$ cat src/rtl/turbo_frame_packer.sv
// Packs the decoder's serial hard-decision bits LSB-first into WORD_BITS words behind a small FIFO.
// Optional macro TURBO_PACKER_FRAME_COUNT_EN adds a 16-bit count of completed frames popped.
module turbo_frame_packer #(
  parameter int unsigned N          = 8,
  parameter int unsigned WORD_BITS  = 4,
  parameter int unsigned FIFO_DEPTH = 4
) (
  input  logic                 clk,
  input  logic                 rst_n,
  input  logic                 in_valid,
  input  logic                 x,
  output logic                 out_valid,
  input  logic                 out_ready,
  output logic [WORD_BITS-1:0] out_data,
  output logic                 out_last,
`ifdef TURBO_PACKER_FRAME_COUNT_EN
  output logic [15:0]          frame_count,
`endif
  output logic                 overflow
);

  localparam int unsigned BW = (WORD_BITS > 1) ? $clog2(WORD_BITS) : 1;
  localparam int unsigned FW = (N > 1) ? $clog2(N) : 1;
  localparam int unsigned AW = $clog2(FIFO_DEPTH);
  localparam logic [BW-1:0] BitLast   = BW'(WORD_BITS - 1);
  localparam logic [FW-1:0] FrameLast = FW'(N - 1);

  logic [WORD_BITS-1:0] shift_q, shift_d, push_word;
  logic [BW-1:0]        bit_cnt_q, bit_cnt_d;
  logic [FW-1:0]        frame_cnt_q, frame_cnt_d;
  logic                 frame_end, push;

  logic [AW:0]          wr_q, wr_d, rd_q, rd_d;
  logic [WORD_BITS:0]   mem_q [FIFO_DEPTH];
  logic [WORD_BITS:0]   head;
  logic                 empty, full, pop, push_ok, overflow_q, overflow_d;

  // Packer: shift_q only ever holds bits below bit_cnt_q, so the final word is zero-padded.
  always_comb begin
    frame_end   = (frame_cnt_q == FrameLast);
    push        = in_valid && ((bit_cnt_q == BitLast) || frame_end);
    push_word   = shift_q | (WORD_BITS'(x) << bit_cnt_q);
    shift_d     = shift_q;
    bit_cnt_d   = bit_cnt_q;
    frame_cnt_d = frame_cnt_q;
    if (in_valid) begin
      frame_cnt_d = frame_end ? '0 : frame_cnt_q + 1'b1;
      if (push) begin
        shift_d   = '0;
        bit_cnt_d = '0;
      end else begin
        shift_d   = push_word;
        bit_cnt_d = bit_cnt_q + 1'b1;
      end
    end
  end

  // FIFO: extra pointer MSB distinguishes full from empty; a pop frees room for a same-cycle push.
  always_comb begin
    empty      = (wr_q == rd_q);
    full       = (wr_q[AW] != rd_q[AW]) && (wr_q[AW-1:0] == rd_q[AW-1:0]);
    pop        = !empty && out_ready;
    push_ok    = push && (!full || pop);
    overflow_d = overflow_q | (push && full && !pop);
    wr_d       = wr_q + (AW + 1)'(push_ok);
    rd_d       = rd_q + (AW + 1)'(pop);
    head       = mem_q[rd_q[AW-1:0]];
    out_valid  = !empty;
    out_data   = out_valid ? head[WORD_BITS-1:0] : '0;
    out_last   = out_valid & head[WORD_BITS];
    overflow   = overflow_q;
  end

  always_ff @(posedge clk or negedge rst_n) begin
    if (!rst_n) begin
      shift_q     <= '0;
      bit_cnt_q   <= '0;
      frame_cnt_q <= '0;
      wr_q        <= '0;
      rd_q        <= '0;
      overflow_q  <= 1'b0;
    end else begin
      shift_q     <= shift_d;
      bit_cnt_q   <= bit_cnt_d;
      frame_cnt_q <= frame_cnt_d;
      wr_q        <= wr_d;
      rd_q        <= rd_d;
      overflow_q  <= overflow_d;
    end
  end

  always_ff @(posedge clk) begin
    if (push_ok) mem_q[wr_q[AW-1:0]] <= {frame_end, push_word};
  end

`ifdef TURBO_PACKER_FRAME_COUNT_EN
  logic [15:0] frame_count_q, frame_count_d;

  always_comb begin
    frame_count_d = frame_count_q + 16'(pop && out_last);
    frame_count   = frame_count_q;
  end

  always_ff @(posedge clk or negedge rst_n) begin
    if (!rst_n) frame_count_q <= '0;
    else        frame_count_q <= frame_count_d;
  end
`endif

endmodule

$ cat config.mk
export PLATFORM = sky130hd
export DESIGN_NAME = turbo_frame_packer
export DESIGN_NICKNAME = d
export VERILOG_FILES = /design/src/rtl/turbo_frame_packer.sv
export SDC_FILE = /design/constraint.sdc
export NUM_CORES = 1
export LEC_CHECK = 0
export BUFFER_PORTS_ARGS = -buffer_cell sky130_fd_sc_hd__clkbuf_2
export CAP_MARGIN = 10
export CORE_AREA = 8 8 63 65
export DETAILED_ROUTE_END_ITERATION = 8
export DIE_AREA = 0 0 71 73
export PLACE_DENSITY = 0.72
export SYNTH_ARGS = -nofsm -noshare
export SYNTH_HDL_FRONTEND = slang
export SYNTH_SLANG_ARGS = --single-unit
$ cat constraint.sdc
create_clock -name clk -period 5.8 [get_ports clk]
set_clock_uncertainty 0.1 [all_clocks]
set_input_delay 1.16 -clock clk [delete_from_list [all_inputs] [get_ports clk]]
set_output_delay 1.16 -clock clk [all_outputs]
set_load 0.02 [all_outputs]
# Yosys cells after proc, flatten, opt, wreduce, memory -nomap -nowiden
# Memory sizes are Yosys's and may differ from the RTL's.
# Cells that the tools add are included.
# classes
addsub,4
n_mul,0
div,0
order_cmp,0
n_eq_ne,5
shift,1
mux,6
bitwise,3
n_reduce_logical,11
# ops
cell,n
$mux W4,2
$add A3 B1 Y3,2
$logic_and A1 B1 Y1,6
$or A4 B4 Y4,1
$shl A1 B2 Y4,1
$add A3 B1 Y3 const B,1
$eq A3 B3 Y1,1
$eq A3 B3 Y1 const B,1
$logic_not A1 Y1,3
$mux W3,1
$add A2 B1 Y2 const B,1
$eq A2 B2 Y1,1
$eq A2 B2 Y1 const B,1
$logic_or A1 B1 Y1,2
$mux W1,2
$mux W2,1
$and A1 B1 Y1,1
$ne A1 B1 Y1,1
$or A1 B1 Y1,1
# word_totals
reg_bits,16
latch_bits,0
ram_bits,20
rom_bits,0
inputBits,5
output_inout_bits,7
wordCells,37
mem_count,1
# memory_table
memory,depth,width,rd,rd_ports_with_merged_regs,write_ports,line,source
mem_q,4,5,1,0,1,34,logic [WORD_BITS:0] mem_q [FIFO_DEPTH];

# Logic depth before layout (Yosys ltp)
# Gate-level depths: netlist of run 1.
# logic_depth
word_depth,7
depth_mapped,8
ltp_nobuf,8

# Worst setup path after synthesis of run 1
# Ideal clock, no wire load.
# synth_path
path_type,reg2out
start,register rd_q[1]
end,output port out_data[0]
arrival_ns,1.244
required_time_ns,4.540
path_slack_ns,3.296
path_stages_with_launch,5
path_buffers,1
path_cell_list,dfrtp_1 > clkbuf_4 > xor2_2 > nor3b_4 > nor2b_1
# synth_via
elab_chain_cells,2
elab_cells_between_ends,3
cone_classes,1 x eq/ne; 1 x mux; 1 x memory
# synth_rtl
item,line,source
from (decl),33,"logic [AW:0] wr_q, wr_d, rd_q, rd_d;"
from (signal assigned),87,rd_q <= rd_d;
$mem_v2 Z4 W5 or $eq A3 B3 Y1 (tied branches),n/a,
$mux W4 *,69,out_data = out_valid ? head[WORD_BITS-1:0] : '0;
to (decl),14,"output logic [WORD_BITS-1:0] out_data,"
# Every way passes the cells marked *; elsewhere a longest branch is shown, timed or not.

# Worst setup path in the final report of run 1
# layout_path
start,register rd_q[0]
end,output port out_last
# layout_via
elab_chain_cells,3
elab_cells_between_ends,4
cone_classes,1 x eq/ne; 1 x bitwise; 1 x reduce/logical; 1 x memory
# layout_rtl
item,line,source
"parallel branches: the longest is 2 deep, another holds $mem_v2 Z4 W5",n/a,
$and A1 B1 Y1 *,70,out_last = out_valid & head[WORD_BITS];
to (decl),15,"output logic out_last,"
# Mark *: on every way between the ends.

==> key figures, run 1 <==
Route
  – Routed via count: 826
  – First drt pass iteration count: 4
  – Starting DRC count in detailed routing: 33
  – Routed WL: 2470 um
  – Vias per cell: 5.658
  – Post-route ant nets: 0
  – # DRC: 0
  – Avg WL per Cell: 16.92 um

Timing
  – Final Slew Violations: 0
  – Achievable Freq: 0.3175 GHz
  – Unrepaired setup endpoints after global routing: no
  – Fin worst setup slack: 2.650 ns
  – Final Setup Violations: 0
  – Max_slew headroom: 47.16%
  – Worst slew pin tran: 0.7909 ns
  – Post-route minimum period: 3.150 ns
  – Hold Violations, Final: 0
  – Post-route setup TNS: 0 ns
  – Crit share post-route: 54.31%

Placed design
  – Buffers on Ports: 11
  – Pre-CTS setup slack: 2.852 ns
  – DP HPWL: 1829 um
  – Routability cong.: 0.7615

GRT
  – Gr ovfl total: 0
  – Vias in the first global route: 873
  – GRT Total Usage: 10.73%
  – GR peak layer: met2
  – First-pass GRT wire length: 4084 um
  – Met3 Resource Use GR: 4.808%
  – GR Util met1: 11.45%
  – GR Util met2: 16.99%
  – Initial antenna violation count: 0
  – Largest net degree at the start of global routing: 17

Layout
  – Fraction of final layout cells sized beyond drive strength 1: 26.55%
  – Most common cell after layout, fill and taps aside: edfxtp_1
  – Area Growth Syn to Fin: 7.668%
  – Antenna diode count: 0
  – Fill cells: 239
  – Net count of the finished layout: 124
  – Most frequent cells in the layout: edfxtp_1 (20), dfrtp_1 (16), clkbuf_2 (11)

Critical path
  – CP startpoint kind: flop
  – CP arrival: 1.89 ns
  – Worst EP required: 4.54 ns
  – CP Max Fanout: 7
  – Crit path capture type: primary output
  – Crit path kind: flop to primary output

Run
  – MaxCap Viol Count: 0

Clocking
  – CTS resizes: 0
  – CTS tree: built
  – Max Root-Sink Buffers: 2
  – Clk sink count: 36
  – TritonCTS Buffers: 5
  – CTS root buf: clkbuf_4
  – Post-CTS Setup Inserts: 0
  – # hold bufs at CTS: 0
  – Worst skew pair latency: 0.34 ns
  – CTS clk-pin slew, worst paths: 0.10 ns
  – H-Tree Depth: 2

Floorplanning
  – IO Pins: 12
  – Initial Utilization: 54.15%
  – Cell Rows: 20
  – Die height: 73 um
  – Core region area: 2953 um^2
  – Die Width: 71 um
  – Total die area: 5183 um^2

Synth
  – Seq/Total Area, Yosys: 62.60%
  – Mapped Avg Cell Area: 16.48 um^2
  – Most area-consuming cells after synthesis: edfxtp_1 (38%), dfrtp_1 (25%), mux4_2 (7.0%)
  – Yosys cell types: 32
  – Mapped Area: 1599 um^2
  – Synth area leader: edfxtp_1
  – Post-synth top area share: 37.56%
  – Yosys reg bits: 36
  – Synthesized Nets: 109
  – Synthesized instance count: 97
  – Yosys warns: 0

Min path
  – Hold/Removal Path Class: flop to flop

Power
  – Leakage: 0.7491 nW
  – Pwr dens: 523.7 nW/um^2
  – Max VDD drop: 285.8 uV

Status
  – Status: finished clean
## synth_stat cells (all sizes together)
cell type	n
o22ai	1
o41ai	1
xor2	4
nand2b	1
nor3	1
ha	7
mux4	5
xnor2	1
nand2	2
nor3b	3
buf	1
nor2	2
nand3	1
mux2	1
a31o	2
o211a	4
o21ai	2
inv	6
edfxtp	20
clkbuf	2
mux2i	2
o21a	1
dfrtp	16
nor2b	7
a21o	3
nor4	1
## final timing paths
path                                start           to  slack [ns]  cells past startpoint
min                              overflow     overflow        0.37                      1
max in group asynchronous           rst_n   shift_q[1]        4.69                      1
max reg2reg                frame_cnt_q[0]  mem_q[2][1]        3.46                      5
min in group asynchronous           rst_n   shift_q[2]        0.62                      1
max                               rd_q[0]     out_last        2.65                      3
min reg2reg                      overflow     overflow        0.37                      1
## flip-flops by register name, indices dropped and copies added (netlist names)
signal and count:
bit_cnt_q 2, frame_cnt_q 3, mem_q 20, overflow 1, rd_q 3, shift_q 4, wr_q 3
## per-stage QoR
stage	instance area [um^2]	power, mW	instances	hold slack [ns]	utilization [%]
floorplan	1599	0.7018	97	0.3573	-
global placement	1673	0.7747	138	0.3601	56.65
detailed placement	1673	0.7927	138	0.3528	56.65
CTS	1722	0.9169	146	0.3763	58.31
global route	1722	0.9697	146	0.3921	58.31
finish	1722	0.9016	146	0.3709	58.31
## routing by layer
layer | up-vias | share of wire (%)
li1 | 388 | -
met1 | 414 | 46
met2 | 17 | 47
met3 | 7 | 4.7
met4 | 0 | 2.4
met5 | - | 0
## critical path, stage by stage (launching register included)
cell,delay (ns)
dfrtp_1,0.68
mux4_2,0.56
nor2b_1,0.14
clkbuf_2,0.17
## power by group
part           internal, mW  leakage [nW]  switching, mW
clock                0.0466        0.0269         0.0757
combinational         0.161         0.340          0.200
sequential            0.347         0.382         0.0709
total                 0.555         0.749          0.347
## area by class of cell
cell class	count	area, um^2	share of cell area (%)
repair buffers	11	55.05	3.198
clock buffers	7	45.04	2.616
multi-input cells	52	553.0	32.12
inverters	6	22.52	1.308
clock inverters	1	3.754	0.2180
flip-flops and latches	36	1001	58.14
well taps	33	41.29	2.398
## cells by family (layout without fill, tap and decap cells)
group,Yosys count,count (layout),synth area share [%]
DFF,36,36,62.60
and+or+nand+nor,18,18,7.512
AOI/OAI and AO/OA,14,14,8.217
buffers and inverters,9,25,2.817
muxes,8,8,8.999
adders and majority gates,7,7,5.477
xor gates and xnor gates,5,5,4.383
(Power assumes the default switching activity.)
==> run 2, diff against run 1 <==
==> constraint.sdc (replaced) <==
create_clock -name clk -period 3 [get_ports clk]
set_clock_uncertainty 0.1 [all_clocks]
set_input_delay 0.6 -clock clk [delete_from_list [all_inputs] [get_ports clk]]
set_output_delay 0.6 -clock clk [all_outputs]
set_load 0.02 [all_outputs]
==> key figures, run 2 (synthesis gave the netlist of run 1 again) <==
Status
  – Status: finished clean (unchanged)

Timing
  – Max_slew headroom: 67.32% (was 47.16%)
  – Achievable Freq: 0.3916 GHz
  – Final Setup Violations: 0 (unchanged)
  – Worst slew pin tran: 0.4903 ns (was 0.7909 ns)
  – Post-route minimum period: 2.554 ns
  – Hold Violations, Final: 0 (unchanged)
  – Post-route setup TNS: 0 ns (unchanged)
  – Unrepaired setup endpoints after global routing: no (unchanged)
  – Final Slew Violations: 0 (unchanged)
  – Crit share post-route: 85.12%

Layout
  – Final Util: 59.75% (was 58.31%)
  – Net count of the finished layout: 126 (was 124)
  – Most frequent cells in the layout: edfxtp_1 (20), dfrtp_1 (16), clkbuf_2 (11) (unchanged)
  – Fraction of final layout cells sized beyond drive strength 1: 29.57% (was 26.55%)
  – Largest register FFs: 20 (unchanged)
  – Antenna diode count: 0 (unchanged)
  – Area Growth Syn to Fin: 10.33% (was 7.668%)
  – Fill cells: 237 (was 239)
  – Most common cell after layout, fill and taps aside: edfxtp_1 (unchanged)

Floorplanning
  – Total die area: 5183 um^2 (unchanged)
  – Initial Utilization: 54.15% (unchanged)
  – Die Width: 71 um (unchanged)
  – Cell Rows: 20 (unchanged)
  – IO Pins: 12 (unchanged)
  – Core region area: 2953 um^2 (unchanged)
  – Die height: 73 um (unchanged)

Critical path
  – R2r setup slk: 0.90 ns (was 3.46 ns)
  – Slowest-stage cell, CP: dfrtp_1 (unchanged)
  – Critical Path, Cell by Cell: mux4_2, nor2b_1, clkbuf_2 (unchanged)
  – CP arrival: 1.85 ns (was 1.89 ns)
  – CP startpoint kind: flop (unchanged)
  – Crit path capture type: primary output (unchanged)
  – Reg2Reg Depth: 6 (was 5)
  – WP buf/inv: 1 (unchanged)
  – Worst path max stage delay: 0.66 ns (was 0.68 ns)
  – Worst EP required: 2.30 ns (was 4.54 ns)
  – CP delay by family, top: flip-flops (unchanged)
  – R2R Path Start: rd_q[0] (was frame_cnt_q[0])
  – Worst R2R End: wr_q[2] (was mem_q[2][1])
  – Crit path kind: flop to primary output (unchanged)
  – CP Max Fanout: 7 (unchanged)

Clocking
  – CTS root buf: clkbuf_4 (unchanged)
  – # hold bufs at CTS: 0 (unchanged)
  – Max Root-Sink Buffers: 2 (unchanged)
  – CTS clk-pin slew, worst paths: 0.10 ns (about the same)
  – H-Tree Depth: 2 (unchanged)
  – TritonCTS Buffers: 5 (unchanged)
  – Clk sink count: 36 (unchanged)
  – Worst skew pair latency: 0.33 ns (was 0.34 ns)
  – Post-CTS Setup Inserts: 0 (unchanged)
  – CTS resizes: 0 (unchanged)
  – CTS tree: built (unchanged)

GRT
  – Gr ovfl total: 0 (unchanged)
  – Initial antenna violation count: 0 (unchanged)
  – Largest net degree at the start of global routing: 17 (unchanged)
  – Vias in the first global route: 944 (was 873)
  – First-pass GRT wire length: 4388 um (was 4084 um)
  – GRT Total Usage: 11.29% (was 10.73%)

Route
  – Routed WL: 2434 um (was 2470 um)
  – M1 WL: 1053 um (was 1130 um)
  – Post-route ant nets: 0 (unchanged)
  – Routed via count: 834 (was 826)
  – First drt pass iteration count: 4 (unchanged)
  – Metal2 WL: 1194 um (was 1162 um)
  – Starting DRC count in detailed routing: 38 (was 33)
  – Met3 wire length: 130 um (was 117 um)
  – Vias per cell: 5.635 (was 5.658)
  – DR top layer: met4 (unchanged)
  – # DRC: 0 (unchanged)
  – Avg WL per Cell: 16.45 um (was 16.92 um)

Power
  – Leakage: 0.7752 nW (was 0.7491 nW)
  – Pwr dens: 1039 nW/um^2 (was 523.7 nW/um^2)
  – Max VDD drop: 405.8 uV (was 285.8 uV)

Placed design
  – Buffers on Ports: 11 (unchanged)
  – Routability cong.: 0.7527 (was 0.7615)
  – DP HPWL: 1901 um (was 1829 um)

Run
  – MaxCap Viol Count: 0 (unchanged)

Min path
  – Hold/Removal Path Class: input port to async pin (was flop to flop)
[run 2: final cells by class]
cell class | instances | area [um^2] | area share (%)
clock buffers | 6 | 41.29 | 2.340
clock inverters | 2 | 35.03 | 1.986
inverters | 6 | 22.52 | 1.277
multi-input cells | 52 | 553.0 | 31.35
flip-flops and latches | 36 | 1001 | 56.74
well taps | 33 | 41.29 | 2.340
repair buffers | 13 | 70.07 | 3.972
[run 2: through the flow]
stage	setup WS (ns)	instances	hold slack, ns	area (um^2)	power, mW
floorplan	1.037	97	0.2044	1599	1.357
global placement	0.8095	140	0.3379	1688	1.492
detailed placement	0.7828	140	0.3498	1688	1.535
CTS	0.3955	148	0.06082	1764	1.868
global route	0.2941	148	0.06817	1764	1.981
finish	0.4463	148	0.07029	1764	1.832
[run 2: worst max path at each step]
stage | startpoint | end | slack, ns | cells past startpoint
global placement | rd_q[0] | out_data[0] | 0.81 | 3
global route | rd_q[0] | out_data[0] | 0.29 | 3
floorplan | frame_cnt_q[0] | mem_q[2][0] | 1.04 | 5
CTS | rd_q[0] | out_last | 0.40 | 3
finish | rd_q[0] | out_last | 0.45 | 3
detailed placement | rd_q[0] | out_last | 0.78 | 3
[run 2: power breakdown]
group	switching [mW]	internal [mW]	leakage [nW]	total [mW]
registers	0.138	0.672	0.382	0.809
logic	0.383	0.313	0.351	0.696
clock network	0.153	0.175	0.0422	0.327
total	0.673	1.16	0.775	1.83
[run 2: metal layers]
layer  GRT usage, %  up-vias
met1          12.23      419
met5              0        -
met3          5.632        7
met4          5.543        0
li1               -      393
met2          18.02       15
==> run 3, diff against run 2 <==
--- a/config.mk
+++ b/config.mk
@@ -7,10 +7,10 @@
 export LEC_CHECK = 0
 export BUFFER_PORTS_ARGS = -buffer_cell sky130_fd_sc_hd__clkbuf_2
 export CAP_MARGIN = 10
-export CORE_AREA = 8 8 63 65
+export CORE_AREA = 8 8 69 71
 export DETAILED_ROUTE_END_ITERATION = 8
-export DIE_AREA = 0 0 71 73
-export PLACE_DENSITY = 0.72
+export DIE_AREA = 0 0 77 79
+export PLACE_DENSITY = 0.6
 export SYNTH_ARGS = -nofsm -noshare
 export SYNTH_HDL_FRONTEND = slang
 export SYNTH_SLANG_ARGS = --single-unit
==> key figures, run 3 (synthesis gave the netlist of run 1 again) <==
Power
  – Sw Ratio: 37.45% (was 36.73%)
  – Reg power frac: 44.5% (was 44.2%)
  – Leakage: 0.7784 nW (was 0.7752 nW)
  – Max VDD drop: 368.3 uV (was 405.8 uV)
  – Pwr dens: 1020 nW/um^2 (was 1039 nW/um^2)
  – Internal power: 1.143 mW (was 1.159 mW)
  – Clock Power Share: 17.5% (was 17.9%)
  – Comb power frac: 38.0% (about the same)
  – Switching pwr: 0.6843 mW (was 0.6730 mW)

GRT
  – Initial antenna violation count: 0 (unchanged)
  – First-pass GRT wire length: 4374 um (was 4388 um)
  – Largest net degree at the start of global routing: 17 (unchanged)
  – GR Util met2: 15.80% (was 18.02%)
  – Met3 Resource Use GR: 3.160% (was 5.632%)
  – GR Util met1: 9.902% (was 12.23%)
  – Gr ovfl total: 0 (unchanged)
  – GR peak layer: met2 (unchanged)
  – Vias in the first global route: 923 (was 944)
  – GRT Total Usage: 9.379% (was 11.29%)

Route
  – Routed via count: 826 (was 834)
  – Post-route ant nets: 0 (unchanged)
  – Vias per cell: 5.006 (was 5.635)
  – Starting DRC count in detailed routing: 39 (was 38)
  – First drt pass iteration count: 4 (unchanged)
  – Avg WL per Cell: 15.03 um (was 16.45 um)
  – # DRC: 0 (unchanged)
  – Routed WL: 2480 um (was 2434 um)

Timing
  – Post-route setup TNS: 0 ns (unchanged)
  – Worst slew pin tran: 0.5278 ns (was 0.4903 ns)
  – Crit share post-route: 84.08% (was 85.12%)
  – Final Slew Violations: 0 (unchanged)
  – Achievable Freq: 0.3965 GHz (was 0.3916 GHz)
  – Hold Violations, Final: 0 (unchanged)
  – Post-route minimum period: 2.522 ns (was 2.554 ns)
  – Hold WS: 0.1315 ns (was 0.07029 ns)
  – Max_slew headroom: 64.66% (was 67.32%)
  – Unrepaired setup endpoints after global routing: no (unchanged)
  – Final Setup Violations: 0 (unchanged)

Clocking
  – CTS tree: built (unchanged)
  – H-Tree Depth: 2 (unchanged)
  – CTS resizes: 0 (unchanged)
  – Clk sink count: 36 (unchanged)
  – Worst skew pair latency: 0.28 ns (was 0.33 ns)
  – CTS clk-pin slew, worst paths: 0.07 ns (was 0.10 ns)
  – Max Root-Sink Buffers: 2 (unchanged)
  – TritonCTS Buffers: 5 (unchanged)
  – CTS root buf: clkbuf_8 (was clkbuf_4)
  – Post-CTS Setup Inserts: 0 (unchanged)
  – # hold bufs at CTS: 0 (unchanged)

Min path
  – Hold/Removal Path Class: input port to async pin (unchanged)

Placed design
  – DP HPWL: 1809 um (was 1901 um)
  – Dpl cells: 157 (was 140)
  – Routability cong.: 0.7757 (was 0.7527)
  – Post-Place Cell Area: 1709 um^2 (was 1688 um^2)
  – Buffers on Ports: 11 (unchanged)

Critical path
  – CP delay by family, top: flip-flops (unchanged)
  – WP buf/inv: 1 (unchanged)
  – Crit path kind: flop to primary output (unchanged)
  – Cell count along the critical path: 3 (unchanged)
  – CP Max Fanout: 7 (unchanged)
  – Slowest-stage cell, CP: dfrtp_1 (unchanged)
  – Reg2Reg Depth: 5 (was 6)
  – Worst path max stage delay: 0.67 ns (was 0.66 ns)
  – Critical Path, Cell by Cell: mux4_2, nor2b_1, clkbuf_2 (unchanged)
  – Worst EP required: 2.30 ns (about the same)
  – CP startpoint kind: flop (unchanged)
  – Crit path capture type: primary output (unchanged)
  – CP arrival: 1.82 ns (was 1.85 ns)

Run
  – MaxCap Viol Count: 0 (unchanged)

Floorplanning
  – Initial Utilization: 42.09% (was 54.15%)
  – Die height: 79 um (was 73 um)
  – Cell Rows: 23 (was 20)
  – Die Width: 77 um (was 71 um)
  – Core region area: 3799 um^2 (was 2953 um^2)
  – Total die area: 6083 um^2 (was 5183 um^2)
  – IO Pins: 12 (unchanged)

Status
  – Status: finished clean (unchanged)

Layout
  – Antenna diode count: 0 (unchanged)
  – Fill cells: 350 (was 237)
  – Final Cell Area: 1792 um^2 (was 1764 um^2)
  – Area Growth Syn to Fin: 12.05% (was 10.33%)
  – Fraction of final layout cells sized beyond drive strength 1: 29.57% (unchanged)
  – Most common cell after layout, fill and taps aside: edfxtp_1 (unchanged)
  – Final Non-Filler Cells: 165 (was 148)
  – Most frequent cells in the layout: edfxtp_1 (20), dfrtp_1 (16), clkbuf_2 (11) (unchanged)
  – Net count of the finished layout: 126 (unchanged)
  – Largest register FFs: 20 (unchanged)
[run 3: cell count changes in the layout (fill, tap and decap cells not counted), sizes merged]
cell	before	now
clkinv	1	3
bufinv	1	0
clkbuf	17	16
[run 3: power by group through the flow]
stage | Clock, mW | Combinational, mW | Sequential, mW
3_3_place_gp | 0 | 0.687 | 0.819
2_1_floorplan | 0 | 0.592 | 0.765
6_report | 0.319 | 0.695 | 0.814
5_1_grt | 0.356 | 0.782 | 0.836
3_5_place_dp | 0 | 0.706 | 0.828
4_1_cts | 0.334 | 0.706 | 0.818
[run 3: routing by layer]
layer  part of all wire, %  up-vias
met5                     0        -
met4                   1.6        0
met3                   3.8        5
met2                    50       15
met1                    45      412
li1                      -      394
[run 3: worst paths after layout]
kind | start | end | slack (ns)
min | rst_n | bit_cnt_q[0] | 0.13
min reg2reg | overflow | overflow | 0.36
max in group asynchronous | rst_n | rd_q[1] | 2.39
min in group clk | overflow | overflow | 0.36
max reg2reg | frame_cnt_q[0] | mem_q[1][4] | 0.87
max | rd_q[0] | out_data[0] | 0.48
[run 3: area by class of cell]
type	count	area [um^2]	area share, %
clock inverter	3	13.76	0.7682
inverter	6	22.52	1.257
tap	50	62.56	3.492
clock buffer	5	68.82	3.841
multi-input combinational	52	553.0	30.87
timing repair buffer	13	70.07	3.911
sequential	36	1001	55.87
[run 3: through the flow]
stage	power [mW]	util, %	worst slack, ns
finish	1.827	47.17	0.4777
CTS	1.858	47.17	0.4306
global route	1.974	47.17	0.3268
floorplan	1.357	-	1.037
detailed placement	1.534	44.99	0.7515
global placement	1.506	44.99	0.7580
[run 3: worst register-to-register path: cells and delay by family (launching register included)]
| family | cells | cell delay [ns] |
|---|---|---|
| AND/OR/NAND/NOR | 1 | 0.50 |
| adder cells (fa/ha/maj) | 2 | 0.45 |
| flip-flops | 1 | 0.37 |
| AO/OA/AOI/OAI | 2 | 0.36 |
